--- src/rtl/slc3_control_fsm.sv ---
// SLC-3 instruction-sequencing control unit: Moore fetch/decode/execute FSM
// driving every datapath load, bus gate, mux select and memory strobe.
module slc3_control_fsm #(
    parameter int unsigned MEM_WAIT = 2
) (
    input  logic       Clk,
    input  logic       Reset,
    input  logic       Run,
    input  logic       Continue,
    input  logic [3:0] Opcode,
    input  logic       IR_5,
    input  logic       BEN,
    output logic       LD_MAR,
    output logic       LD_MDR,
    output logic       LD_IR,
    output logic       LD_BEN,
    output logic       LD_CC,
    output logic       LD_REG,
    output logic       LD_PC,
    output logic       LD_LED,
    output logic       GatePC,
    output logic       GateMDR,
    output logic       GateALU,
    output logic       GateMARMUX,
    output logic [1:0] PCMUX,
    output logic       DRMUX,
    output logic       SR1MUX,
    output logic       SR2MUX,
    output logic       ADDR1MUX,
    output logic [1:0] ADDR2MUX,
    output logic [1:0] ALUK,
    output logic       MIO_EN,
    output logic       Mem_OE,
    output logic       Mem_WE
);

    typedef enum logic [4:0] {
        HALTED, S18, S33, S35, S32,
        S01, S05, S09, S00, S22,
        S12, S04, S21, S06, S07,
        S25, S27, S23, S16, P1, P2
    } state_t;

    localparam int unsigned CW = (MEM_WAIT > 0) ? $clog2(MEM_WAIT + 1) : 1;
    localparam logic [CW-1:0] LAST = CW'(MEM_WAIT);

    state_t        state;
    state_t        state_next;
    logic [CW-1:0] cnt;
    logic          first;
    logic          access_done;
    logic          in_access;

    assign access_done = (cnt == LAST);
    assign in_access   = (state == S33) || (state == S25) || (state == S16);

    // Memory states are only ever entered from a different state, so the
    // counter restarts at zero simply by clearing it whenever we are not staying.
    always_ff @(posedge Clk or posedge Reset) begin
        if (Reset) begin
            state <= HALTED;
            cnt   <= '0;
            first <= 1'b1;
        end else begin
            state <= state_next;
            first <= (state_next != state);
            if (in_access && (state_next == state))
                cnt <= cnt + 1'b1;
            else
                cnt <= '0;
        end
    end

    always_comb begin
        state_next = state;
        LD_MAR     = 1'b0;
        LD_MDR     = 1'b0;
        LD_IR      = 1'b0;
        LD_BEN     = 1'b0;
        LD_CC      = 1'b0;
        LD_REG     = 1'b0;
        LD_PC      = 1'b0;
        LD_LED     = 1'b0;
        GatePC     = 1'b0;
        GateMDR    = 1'b0;
        GateALU    = 1'b0;
        GateMARMUX = 1'b0;
        PCMUX      = '0;
        DRMUX      = 1'b0;
        SR1MUX     = 1'b0;
        SR2MUX     = 1'b0;
        ADDR1MUX   = 1'b0;
        ADDR2MUX   = '0;
        ALUK       = '0;
        MIO_EN     = 1'b0;
        Mem_OE     = 1'b1;
        Mem_WE     = 1'b1;

        case (state)
            HALTED: if (Run) state_next = S18;
            S18: begin
                GatePC     = 1'b1;
                LD_MAR     = 1'b1;
                LD_PC      = 1'b1;
                state_next = S33;
            end
            S33, S25: begin
                Mem_OE = 1'b0;
                MIO_EN = 1'b1;
                LD_MDR = access_done;
                if (access_done) state_next = (state == S33) ? S35 : S27;
            end
            S35: begin
                GateMDR    = 1'b1;
                LD_IR      = 1'b1;
                state_next = S32;
            end
            S32: begin
                LD_BEN = 1'b1;
                case (Opcode)
                    4'b0001: state_next = S01;
                    4'b0101: state_next = S05;
                    4'b1001: state_next = S09;
                    4'b0000: state_next = S00;
                    4'b1100: state_next = S12;
                    4'b0100: state_next = S04;
                    4'b0110: state_next = S06;
                    4'b0111: state_next = S07;
                    4'b1101: state_next = P1;
                    default: state_next = S18;
                endcase
            end
            S01, S05, S09: begin
                SR1MUX     = 1'b1;
                SR2MUX     = IR_5;
                GateALU    = 1'b1;
                LD_REG     = 1'b1;
                LD_CC      = 1'b1;
                state_next = S18;
                if (state == S05) ALUK = 2'b01;
                else if (state == S09) ALUK = 2'b10;
            end
            S00: state_next = BEN ? S22 : S18;
            S22: begin
                ADDR2MUX   = 2'b10;
                PCMUX      = 2'b10;
                LD_PC      = 1'b1;
                state_next = S18;
            end
            S12: begin
                SR1MUX     = 1'b1;
                ADDR1MUX   = 1'b1;
                PCMUX      = 2'b10;
                LD_PC      = 1'b1;
                state_next = S18;
            end
            S04: begin
                GatePC     = 1'b1;
                DRMUX      = 1'b1;
                LD_REG     = 1'b1;
                state_next = S21;
            end
            S21: begin
                ADDR2MUX   = 2'b11;
                PCMUX      = 2'b10;
                LD_PC      = 1'b1;
                state_next = S18;
            end
            S06, S07: begin
                SR1MUX     = 1'b1;
                ADDR1MUX   = 1'b1;
                ADDR2MUX   = 2'b01;
                GateMARMUX = 1'b1;
                LD_MAR     = 1'b1;
                state_next = (state == S06) ? S25 : S23;
            end
            S27: begin
                GateMDR    = 1'b1;
                LD_REG     = 1'b1;
                LD_CC      = 1'b1;
                state_next = S18;
            end
            S23: begin
                ALUK       = 2'b11;
                GateALU    = 1'b1;
                LD_MDR     = 1'b1;
                state_next = S16;
            end
            S16: begin
                Mem_WE = 1'b0;
                if (access_done) state_next = S18;
            end
            P1: begin
                LD_LED = first;
                if (Continue) state_next = P2;
            end
            P2: if (!Continue) state_next = S18;
            default: state_next = HALTED;
        endcase
    end

endmodule

--- config.mk ---
export PLATFORM = sky130hd
export DESIGN_NAME = slc3_control_fsm
export DESIGN_NICKNAME = d
export VERILOG_FILES = /design/src/rtl/slc3_control_fsm.sv
export SDC_FILE = /design/constraint.sdc
export NUM_CORES = 1
export LEC_CHECK = 0
export CAP_MARGIN = 40
export CORE_MARGIN = 1.5
export CORE_UTILIZATION = 46
export CTS_CLUSTER_DIAMETER = 100
export CTS_CLUSTER_SIZE = 24
export DETAILED_ROUTE_END_ITERATION = 8
export PLACE_DENSITY = 0.89
export SKIP_LAST_GASP = 1
export SLEW_MARGIN = 30
export SYNTH_ARGS = -nofsm -noshare
export SYNTH_HDL_FRONTEND = slang
export SYNTH_SLANG_ARGS = --single-unit
--- constraint.sdc ---
create_clock -name Clk -period 2.1 [get_ports Clk]
set_input_delay 0.315 -clock Clk [delete_from_list [all_inputs] [get_ports Clk]]
set_output_delay 0.315 -clock Clk [all_outputs]
set_load 0.01 [all_outputs]
==> run metrics, run 1 <==
sw frac=49.38%; cell count after synthesis=165; Tcrit/Tclk final=102.8%; Layout fillers=137; CTS Buf Count=3; Setup Skew=13.63 ps; largest net degree at the start of global routing=14; Max Clock Freq=463.4 MHz; Reg clk slew, reported paths=70 ps; commonest non-fill, non-tap cell in the layout=buf_4; Worst Path Arrival=1840 ps; peak fanout along the critical path=7; routed len/inst=19.21 µm; Comb pwr share=79.0%; status=finished, violations left; nets@finish=233; FP Rows=17; global route total overflow=0; syn_area_per_cell=6.665 µm²; failing checks=setup timing; post-route antenna net violation count=0; Startpoint Class=flip-flop; clock tree buffer depth=2; setup ws final=-58.01 ps; Pwr Total=2.102 mW; I/O pin count=35; ys flop type=dfrtp_1; DRC violations left=0; final wirelength=4784 µm; fin. max-slew vios=0; min Tclk post-route=2158 ps; ant diodes=0; setup_tns=-173.1 ps; Post-synth EDFFs=0; Die Footprint=2693 µm²; area leader, netlist=dfrtp_1; CTS sink count=8; register bit total from synthesis=8; Die Y=51.90 µm; Detailed Place HPWL=2842 µm; initial cell density of the core=49.24%; Skew-Pair Late Insertion Delay=280 ps; initial antenna violation count=0; final setup fails=5; Crit Path Category=flip-flop to primary output; initial drt markers=111; peak supply drop=801.3 µV; sw power=1.038 mW; most frequent cells in the layout=buf_4 (31), nor2_1 (21), a21oi_1 (13), nand2_1 (12); YS warnings=0; Synth top area share=15.93%; via-per-instance ratio=6.442; share of layout cells above drive strength 1=31.67%; Mapped Nets=176; CTS Root Cell=clkbuf_4; Layout area overhead=63.14%; GP Congestion=0.9485; Core Box Area=2233 µm²; vias in the first global route=1556; Lkg Pwr=0.9101 nW; Worst Hold Class=input pin to async pin; total power divided by cell area=1172 nW/µm²; unique cell type count in the Yosys netlist=49; CTS tree=built; Slew HR=60.18%; Pre-antenna DRT Iters=5; hold_buf cts=0; Via Count=1604; Tightest Pin Transition=589.2 ps; part of the power in registers=14.4%; first-pass GRT wire length=7176 µm; H-tree levels=1; mapped cell area=1100 µm²; post-synthesis sequential area ratio=18.32%; Int Pwr=1.064 mW; RSZ-0062 raised after global routing=true; Area contributors post-synth=dfrtp_1 (16%), nor2_1 (9.2%), a21oi_1 (6.4%); Clk pwr share=6.6%; I/O Buffers=33; GRT Overall Usage=35.93%; Hold Vio Cnt, Final=0; Die X=51.90 µm; crit end category=primary output; CP Data Required Time=1780 ps; max cap viols=0; Async S/R FF share, synth=100.0%
==> power by group through the flow <==
stage	clock network, mW	logic [mW]	registers [mW]
6_report	0.140	1.66	0.303
5_1_grt	0.148	1.76	0.304
4_1_cts	0.136	1.43	0.285
3_5_place_dp	0	1.35	0.282
3_3_place_gp	0	1.30	0.277
2_1_floorplan	0	0.805	0.240
==> final timing paths <==
| kind | cells past startpoint | to | from | slack, ps |
|---|---|---|---|---|
| worst max-delay path | 5 | MIO_EN | state[1]$_DFF_PP0_ | -60 |
| worst min-delay path | 2 | state[4]$_DFF_PP0_ | Reset | 320 |
| worst max register to register | 6 | state[1]$_DFF_PP0_ | state[1]$_DFF_PP0_ | 120 |
| worst min register to register | 1 | cnt[0]$_DFF_PP0_ | cnt[0]$_DFF_PP0_ | 430 |
| max in group asynchronous | 2 | first$_DFF_PP1_ | Reset | 1480 |
| min in group Clk | 1 | cnt[0]$_DFF_PP0_ | cnt[0]$_DFF_PP0_ | 430 |
==> synth_stat cells, drive strengths merged (2+ instances only) <==
| cell | n |
|---|---|
| nor2 | 27 |
| a21oi | 14 |
| buf | 12 |
| nand2 | 12 |
| inv | 8 |
| dfrtp | 7 |
| nand2b | 7 |
| nor2b | 7 |
| o21ai | 7 |
| nor3 | 6 |
| o22ai | 6 |
| a21o | 4 |
| clkbuf | 4 |
| nand3b | 4 |
| nand3 | 3 |
| a2111oi | 2 |
| nand4 | 2 |
| nand4b | 2 |
| nor4bb | 2 |
| o211ai | 2 |
| o21bai | 2 |
| or2 | 2 |
| xnor2 | 2 |
==> final cells by class <==
| cell class | count | area, µm² | share of cell area (%) |
|---|---|---|---|
| multi-input cells | 133 | 875.8 | 48.81 |
| repair buffers | 68 | 620.6 | 34.59 |
| flip-flops and latches | 8 | 206.4 | 11.51 |
| well taps | 28 | 35.03 | 1.953 |
| inverters | 8 | 30.03 | 1.674 |
| clock buffers | 4 | 26.28 | 1.464 |
==> routing by layer <==
| layer | GRT usage, % | vias up | routed length, µm |
|---|---|---|---|
| met5 | 0 | - | 0 |
| met4 | 20.61 | 0 | 243 |
| met1 | 42.60 | 740 | 1816 |
| met3 | 4.885 | 37 | 410 |
| met2 | 61.39 | 124 | 2313 |
| li1 | - | 703 | - |
==> critical path: stages (launching register included) <==
cell             delay (ps)
dfrtp_2                 450
buf_4                   160
nor2b_2                 230
o21ai_1                 140
inv_1                    70
clkdlybuf4s50_1         520
==> state kept, by name (all words and copies together) (netlist names) <==
register  flops
state         5
first         1
cnt           2
==> per-stage QoR <==
step                      hold slack [ps]  setup WS (ps)  cells  instance area, µm²  utilization, %
after CTS                           300.3         -108.6    246                1710           76.58
final                               316.9         -58.01    249                1794           80.34
after global routing                357.5         -105.9    249                1794           80.34
after floorplan                     129.9          286.7    165                1100               -
after detailed placement            424.8         -55.36    235                1580           70.76
after global placement              412.4          56.44    235                1580           70.76
==> cells by family after synthesis <==
| logic type | count (synthesis) | share of synthesized area, % |
|---|---|---|
| and+or+nand+nor | 80 | 38.23 |
| buffers and inverters | 24 | 10.47 |
| DFF | 8 | 18.32 |
| xor gates and xnor gates | 2 | 1.593 |
| AOI/OAI and AO/OA | 48 | 28.90 |
| adders and majority gates | 1 | 1.137 |
| other | 1 | 0.3410 |
| muxes | 1 | 1.024 |
==> what timing repair did <==
action / 4_1_cts / 5_1_grt
endpoints found under the setup margin: 24 / 15
resized for setup: 31 / 31
pin swaps: 0 / 0
cloned: 1 / 0
buffers inserted: 6 / 3
Power figures use the tool's default switching activity.
==> inputs of run 2 (changes only) <==
--- a/config.mk
+++ b/config.mk
@@ -9,7 +9,6 @@
 export CORE_MARGIN = 1.5
 export CORE_UTILIZATION = 46
 export CTS_CLUSTER_DIAMETER = 100
-export CTS_CLUSTER_SIZE = 24
 export DETAILED_ROUTE_END_ITERATION = 8
 export PLACE_DENSITY = 0.89
 export SKIP_LAST_GASP = 1
==> results of run 2 <==
Same layout as run 1: the final DEF is identical, and so are final timing and power.
